<file path="config.mk">
export PLATFORM = sky130hd
export DESIGN_NAME = noise_stats_meter
export DESIGN_NICKNAME = d
export VERILOG_FILES = /design/src/rtl/noise_stats_meter.sv
export SDC_FILE = /design/constraint.sdc
export NUM_CORES = 1
export LEC_CHECK = 0
export CORE_MARGIN = 3
export CORE_UTILIZATION = 40
export DETAILED_ROUTE_END_ITERATION = 6
export PLACE_DENSITY_LB_ADDON = 0.05
export SLEW_MARGIN = 20
export SYNTH_ARGS = -nofsm -noshare
export SYNTH_HDL_FRONTEND = slang
export SYNTH_SLANG_ARGS = --single-unit
</file>
<file path="constraint.sdc">
create_clock -name clk -period 7.5 [get_ports clk]
set_clock_uncertainty 0.1 [all_clocks]
set_input_delay 1.125 -clock clk [delete_from_list [all_inputs] [get_ports clk]]
set_output_delay 1.125 -clock clk [all_outputs]
set_load 0.01 [all_outputs]
</file>
<file path="src/rtl/noise_stats_meter.sv">
// Block noise statistics: mean, mean-square and peak |x| over 2^LOG2_N strobed samples.
// Three-stage pipeline (capture, square/abs, accumulate) feeding a small measurement FSM.
module noise_stats_meter #(
  parameter int LOG2_N = 10
) (
  input  logic        clk,
  input  logic        reset_n,
  input  logic        clk_en,
  input  logic [17:0] sample_in,
  input  logic        start,
  input  logic        abort,
  output logic        busy,
  output logic        result_valid,
  output logic [17:0] mean_out,
  output logic [17:0] power_out,
  output logic [17:0] peak_out
);

  // Handshake: start is honoured only in IDLE (abort wins if both high); busy stays high
  // until the one-cycle result_valid pulse or an abort; results hold between pulses.
  localparam int SUM_W = 18 + LOG2_N;
  localparam int SQ_W  = 36 + LOG2_N;
  localparam int CNT_W = LOG2_N + 1;
  localparam logic [CNT_W-1:0] LAST_CNT = CNT_W'((2 ** LOG2_N) - 1);

  typedef enum logic [1:0] {S_IDLE, S_ACCUM, S_FLUSH, S_DONE} state_t;

  state_t                   state_q, state_d;
  logic [CNT_W-1:0]         cnt_q, cnt_d;
  logic                     flush_q, flush_d;
  logic                     s1_valid_q, s1_valid_d;
  logic signed [17:0]       s1_smp_q, s1_smp_d;
  logic                     s2_valid_q, s2_valid_d;
  logic signed [17:0]       s2_smp_q, s2_smp_d;
  logic [35:0]              s2_sq_q, s2_sq_d;
  logic [17:0]              s2_abs_q, s2_abs_d;
  logic signed [SUM_W-1:0]  sum_q, sum_d;
  logic [SQ_W-1:0]          sq_sum_q, sq_sum_d;
  logic [17:0]              peak_q, peak_d;
  logic [17:0]              mean_q, mean_d;
  logic [17:0]              power_q, power_d;
  logic [17:0]              peak_out_q, peak_out_d;
  logic                     rv_q, rv_d;

  logic                     kill;
  logic                     accept;
  logic signed [35:0]       s1_ext;
  logic signed [35:0]       sq_full;

  always_comb begin
    kill    = abort && (state_q != S_IDLE);
    accept  = (state_q == S_ACCUM) && clk_en && !abort;
    s1_ext  = $signed({{18{s1_smp_q[17]}}, s1_smp_q});
    sq_full = s1_ext * s1_ext;

    // Pipeline advances every clock; an abort empties it so nothing stale lands later.
    s1_valid_d = accept;
    s1_smp_d   = accept ? $signed(sample_in) : s1_smp_q;
    s2_valid_d = s1_valid_q && !kill;
    s2_smp_d   = s1_smp_q;
    s2_sq_d    = $unsigned(sq_full);
    s2_abs_d   = s1_smp_q[17] ? $unsigned(-s1_smp_q) : $unsigned(s1_smp_q);
  end

  always_comb begin
    state_d    = state_q;
    cnt_d      = cnt_q;
    flush_d    = flush_q;
    sum_d      = sum_q;
    sq_sum_d   = sq_sum_q;
    peak_d     = peak_q;
    mean_d     = mean_q;
    power_d    = power_q;
    peak_out_d = peak_out_q;
    rv_d       = 1'b0;

    if (s2_valid_q && !kill) begin
      sum_d    = sum_q + $signed({{LOG2_N{s2_smp_q[17]}}, s2_smp_q});
      sq_sum_d = sq_sum_q + {{LOG2_N{1'b0}}, s2_sq_q};
      if (s2_abs_q > peak_q) peak_d = s2_abs_q;
    end

    case (state_q)
      S_IDLE: begin
        if (start && !abort) begin
          state_d  = S_ACCUM;
          cnt_d    = '0;
          sum_d    = '0;
          sq_sum_d = '0;
          peak_d   = '0;
        end
      end
      S_ACCUM: begin
        if (abort) begin
          state_d = S_IDLE;
        end else if (accept) begin
          cnt_d = cnt_q + 1'b1;
          if (cnt_q == LAST_CNT) begin
            state_d = S_FLUSH;
            flush_d = 1'b0;
          end
        end
      end
      S_FLUSH: begin
        // Two cycles lets the last sample clear stages 2 and 3.
        if (abort) begin
          state_d = S_IDLE;
        end else if (flush_q) begin
          state_d = S_DONE;
        end else begin
          flush_d = 1'b1;
        end
      end
      S_DONE: begin
        state_d = S_IDLE;
        if (!abort) begin
          rv_d       = 1'b1;
          mean_d     = sum_q[LOG2_N +: 18];
          power_d    = sq_sum_q[LOG2_N + 17 +: 18];
          peak_out_d = peak_q;
        end
      end
      default: state_d = S_IDLE;
    endcase
  end

  always_ff @(posedge clk or negedge reset_n) begin
    if (!reset_n) begin
      state_q    <= S_IDLE;
      cnt_q      <= '0;
      flush_q    <= 1'b0;
      s1_valid_q <= 1'b0;
      s1_smp_q   <= '0;
      s2_valid_q <= 1'b0;
      s2_smp_q   <= '0;
      s2_sq_q    <= '0;
      s2_abs_q   <= '0;
      sum_q      <= '0;
      sq_sum_q   <= '0;
      peak_q     <= '0;
      mean_q     <= '0;
      power_q    <= '0;
      peak_out_q <= '0;
      rv_q       <= 1'b0;
    end else begin
      state_q    <= state_d;
      cnt_q      <= cnt_d;
      flush_q    <= flush_d;
      s1_valid_q <= s1_valid_d;
      s1_smp_q   <= s1_smp_d;
      s2_valid_q <= s2_valid_d;
      s2_smp_q   <= s2_smp_d;
      s2_sq_q    <= s2_sq_d;
      s2_abs_q   <= s2_abs_d;
      sum_q      <= sum_d;
      sq_sum_q   <= sq_sum_d;
      peak_q     <= peak_d;
      mean_q     <= mean_d;
      power_q    <= power_d;
      peak_out_q <= peak_out_d;
      rv_q       <= rv_d;
    end
  end

  assign busy         = (state_q != S_IDLE);
  assign result_valid = rv_q;
  assign mean_out     = mean_q;
  assign power_out    = power_q;
  assign peak_out     = peak_out_q;

endmodule

</file>
After elaboration in Yosys (flattened, before gate mapping) --
Cells that the tools add are included.
Storage, ports and cells: word-level logic and storage cells 80, RAM bits 0, latch bits 0, bits of input ports 23, flip-flop bits (word level) 253, ROM bits 0, memories kept 0
Cells by class: $lt $le $gt $ge 1, divide/modulo/power cells 0, shift-type cells 0, multiply operators 1, reductions and logical operators 16, add/subtract/negate cells 4, bitwise logic cells 1, equal/unequal tests 12, multiplexer cells 29
Operators by type and width (number):
- 46-bit 2-to-1 mux | 3
- 18-bit 2-to-1 mux | 5
- 28-bit 2-to-1 mux | 3
- 46-bit by 36-bit adder with 46-bit output | 1
- 18-bit by 18-bit multiplier with 36-bit output | 1
- 11-bit 2-to-1 mux | 3
- 28-bit by 18-bit adder with 28-bit output | 1
- 11-bit case mux with 2 select lines | 1
- 18-bit > comparator | 1
- 18-bit negator | 1
- 2-bit 2-to-1 mux | 6
- 11-bit by 1-bit adder with 11-bit output, second input constant | 1
- 11-bit by 10-bit == test with 1-bit output, second input constant | 1
- 2-bit != test, second input constant | 4
- 2-bit case mux with 4 select lines | 1
- 4-bit AND reduction | 2
- 1-bit logical AND | 6
- 1-bit 2-to-1 mux | 6
- 3-bit != test, second input constant | 2
- 2-bit nonzero test | 3
- 5-bit AND reduction | 1
- 2-bit == test, second input constant | 2
- 3-bit by 2-bit != test with 1-bit output, second input constant | 1
- 2-bit by 1-bit == test with 1-bit output, second input constant | 1
- other kinds (6) | 7

Logic depth before layout (Yosys ltp) --
depth after elaboration 7, gate-level depth with buffers 26, mapped depth without buffers 24

Worst setup path after synthesis --
No wires, ideal clock.
path type reg2reg, from register s1_smp_q[17], to register s2_sq_q[35], data arrival time 6.523 ns, slack 0.798 ns, setup time 0.079 ns, cell stages (with the launch flop) 20, clock period less this slack 6.702 ns, path buffers 2, cells stage by stage dfrtp_1 clkbuf_1 buf_1 nand2_1 fa_1 inv_1 fa_1 fa_1 fa_1 fa_1 inv_1 fa_1 inv_1 ha_1 o41ai_1 o221ai_1 a221o_1 a211o_1 a21oi_2 xor2_1
On the way: cells in the longest elaborated chain, start to end 1
RTL lines:
- from (decl) | line 32 | logic signed [17:0] s1_smp_q, s1_smp_d;
- from (signal assigned) | line 150 | s1_smp_q <= s1_smp_d;
- 18-bit by 18-bit multiplier with 36-bit output | line 54 | sq_full = s1_ext * s1_ext;
- net s2_sq_d[35] | line 35 | logic [35:0] s2_sq_q, s2_sq_d;
- to (signal assigned) | line 153 | s2_sq_q <= s2_sq_d;
- to (decl) | line 35
The timed path passes the listed nets, and every way through them passes these cells. A chain may end at the register's enable or synchronous reset.

Worst setup path in the final report --
from register s1_smp_q[8], to register s2_sq_q[35]
Same word-level chain as after synthesis.

==> summary.md <==
| Metric | Value |
|---|---|
| Status | completed |
| CTS tree | done |
| Mapped Nets | 3068 |
| Most frequent CP cell | fa_1 |
| Crit share post-route | 91.6% |
| Vias/cell | 5.05 |
| CP max-delay cell | dfrtp_1 |
| Critical path class | reg -> reg |
| Yosys top cell by area | dfrtp_1 |
| Slew HR | 35.1% |
| Num CTS Buffers | 30 |
| Count leader, synth | inv_1 |
| H-tree levels | 1 |
| Combinational family with the most area after synthesis | adder cells |
| Fin nets | 3137 |
| Ratio of cells with drive above 1 in the final layout | 5.48% |
| Placer Congestion | 0.844 |
| HP Class | reg -> reg |
| Dpl cell area | 0.0255 mm^2 |
| Row count | 88 |
| Post-CTS Setup Repair Bufs | 0 |
| Post-route setup TNS | 0 ns |
| Die area | 0.0622 mm^2 |
| Final setup viols | 0 |
| Top cell type's share of synthesized area | 26.3% |
| CP peak stage delay | 0.94 ns |
| Synthesis-to-finish area growth | 12.3% |
| Minimum clock period | 6.87 ns |
| Port bufs | 78 |
| Initial Util | 40.8% |
| WP data required | 7.91 ns |
| Die W | 249 um |
| Seq cells post-synth | 249 |
| Synth area leaders | dfrtp_1 (26%), fa_1 (25%), ha_1 (10%) |
| First-pass GRT wire length | 102000 um |
| Mapped Area | 0.0237 mm^2 |
| DR pass1 iterations | 5 |
| Mux share of post-synthesis cell area | 1.36% |
| Seq/Total Area, Yosys | 26.3% |
| Vias in the first global route | 18436 |
| Antenna cells | 0 |
| IO Count | 79 |
| Worst setup SP type | flip-flop |
| Synth Warn # | 0 |
| CP max FO | 17 |
| Post-CTS Hold Buffers | 0 |
| Max-slew violation count | 0 |
| Synth Area in Compound Gates | 10.8% |
| Number of library cell types mapped by synthesis | 73 |
| Clock tree buffer depth | 3 |
| Post-Synth Simple-Gate Area | 13.0% |
| Clock net sink count | 249 |
| Initial antenna violation count | 4 |
| GRT Resource Usage Total | 20.4% |
| Detailed Route WL | 61900 um |
| Fmax | 146 MHz |
| Grt total ovfl | 0 |
| Initial DRC count | 1018 |
| Async S/R FF share, synth | 100% |
| XOR/XNOR Fraction of Synth Area | 4.47% |
| Via count | 17225 |
| Count of flip-flops with a built-in enable after synthesis | 0 |
| Worst path cell trace | and2_1 -> inv_1 -> fa_1 -> fa_1 -> fa_1 -> fa_1 -> inv_1 -> fa_1 -> inv_1 -> fa_1 -> inv_1 -> ha_1 -> a21o_1 -> a21oi_1 -> o21ai_0 -> a32o_1 -> a41o_1 -> a221o_1 -> a211o_1 -> a21oi_2 -> xor2_1 |
| Number of fill cells in the layout | 5648 |
| Predominant post-synthesis flop cell | dfrtp_1 |
| Core ar. | 0.0581 mm^2 |
| Resized Gates After CTS | 0 |
| Worst setup EP type | flip-flop |
| Post-synthesis adder-cell area fraction | 35.2% |
| Fin cells | 3413 |
| Cells after synthesis | 2556 |
| Worst slew pin tran | 0.974 ns |
| DRT antenna net count | 0 |
| DR WL/cell | 18.1 um |
| Drt drc | 0 |
| Final Hold Fails | 0 |
| Clock Latency Late Sink | 0.59 ns |
| DP Wirelength | 47400 um |
| Largest net degree at the start of global routing | 148 |
| R2R setup slack | 0.63 ns |
| Placed insts | 3358 |
| Root Buffer | clkbuf_16 |
| Avg Synthesized Cell Area | 9.27 um^2 |
| Die height | 249 um |
| Commonest cells in the netlist | inv_1 (458), nand2_1 (400), fa_1 (296) |
| Max Cap Viol | 0 |
| RSZ-0062 raised after global routing | false |
| Post-route cell area | 0.0266 mm^2 |
| CTS clock-pin slew for the worst setup and hold paths | 0.06 ns |
| Critical Path AT | 7.28 ns |
critical path: cells and delay by family (launching register included):
kind,cells,cell delay [ns]
fa+ha+maj,7,3.22
simple gates,1,0.27
flops,1,0.94
xor+xnor,1,0.16
buf+inv,4,0.21
compound gates,8,1.88
sequential cells by signal, summed over array words and instances (netlist names), 11 cells and up:
register and flops:
cnt_q 11, mean_out 18, peak_out 18, peak_q 18, power_out 18, s1_smp_q 18
s2_abs_q 18, s2_smp_q 17, s2_sq_q 34, sq_sum_q 45, sum_q 28
area by class of cell:
class                           instances  area [um^2]  share of cell area [%]
Multi-Input combinational cell       1746        15400                    57.8
Tap cell                              765          957                    3.59
Clock buffer                           41          882                    3.31
Timing Repair Buffer                  131         1210                    4.54
Inverter                              467         1750                    6.58
Sequential cell                       249         6230                    23.4
Clock inverter                         14          209                   0.785
stage by stage:
stage / setup slack, ns / util, % / hold WS [ns]
5_1_grt: 0.247 / 45.8 / 0.384
3_5_place_dp: 0.648 / 43.9 / 0.343
4_1_cts: 0.620 / 45.8 / 0.358
2_1_floorplan: 0.798 / - / 0.252
6_report: 0.628 / 45.8 / 0.352
3_3_place_gp: 0.666 / 43.9 / 0.334
final timing paths:
kind | start | end | depth (start not counted)
max reg2reg | s1_smp_q[8] | s2_sq_q[35] | 21
min reg2reg | s1_valid_q | s2_valid_q | 1
min | s1_valid_q | s2_valid_q | 1
min in group asynchronous | reset_n | peak_out[3] | 1
max | s1_smp_q[8] | s2_sq_q[35] | 21
max in group asynchronous | reset_n | power_out[3] | 2
cell usage in the layout, fill, tap and decap left out, types with 11 or more instances in the layout:
cell and count:
clkdlybuf4s50_1 77, nand3_1 34, nor2_1 120, nand2_1 398, mux2i_1 22, clkbuf_16 30, o21a_1 13, a31oi_1 13
nand4_1 17, nand2b_1 13, inv_1 458, o21bai_1 13, o21ai_0 84, xor2_1 41, a211oi_1 15, a21oi_1 144
a21o_1 49, fa_1 296, or3_1 11, nor3_1 16, xnor2_1 80, and2_1 33, dfrtp_1 249, and3_1 20
ha_1 193, buf_4 51, nor2b_1 11
kinds of logic after synthesis:
kind of cell | Yosys count
simple gates | 704
buf+inv | 561
fa+ha+maj | 489
compound gates | 401
flops | 249
xor+xnor | 121
mux | 31
metal layers:
layer  global-route usage, %  vias up  part of all wire (%)
li1                        -     8236                     -
met3                    2.29       65                   3.4
met2                    34.7      280                    48
met1                    28.4     8644                    46
met4                    4.16        0                   2.1
met5                       0        -                     0
Power is left out: the tool's default activity adds up to more than one toggle a clock period on the data nets, which glitch-free logic cannot reach.
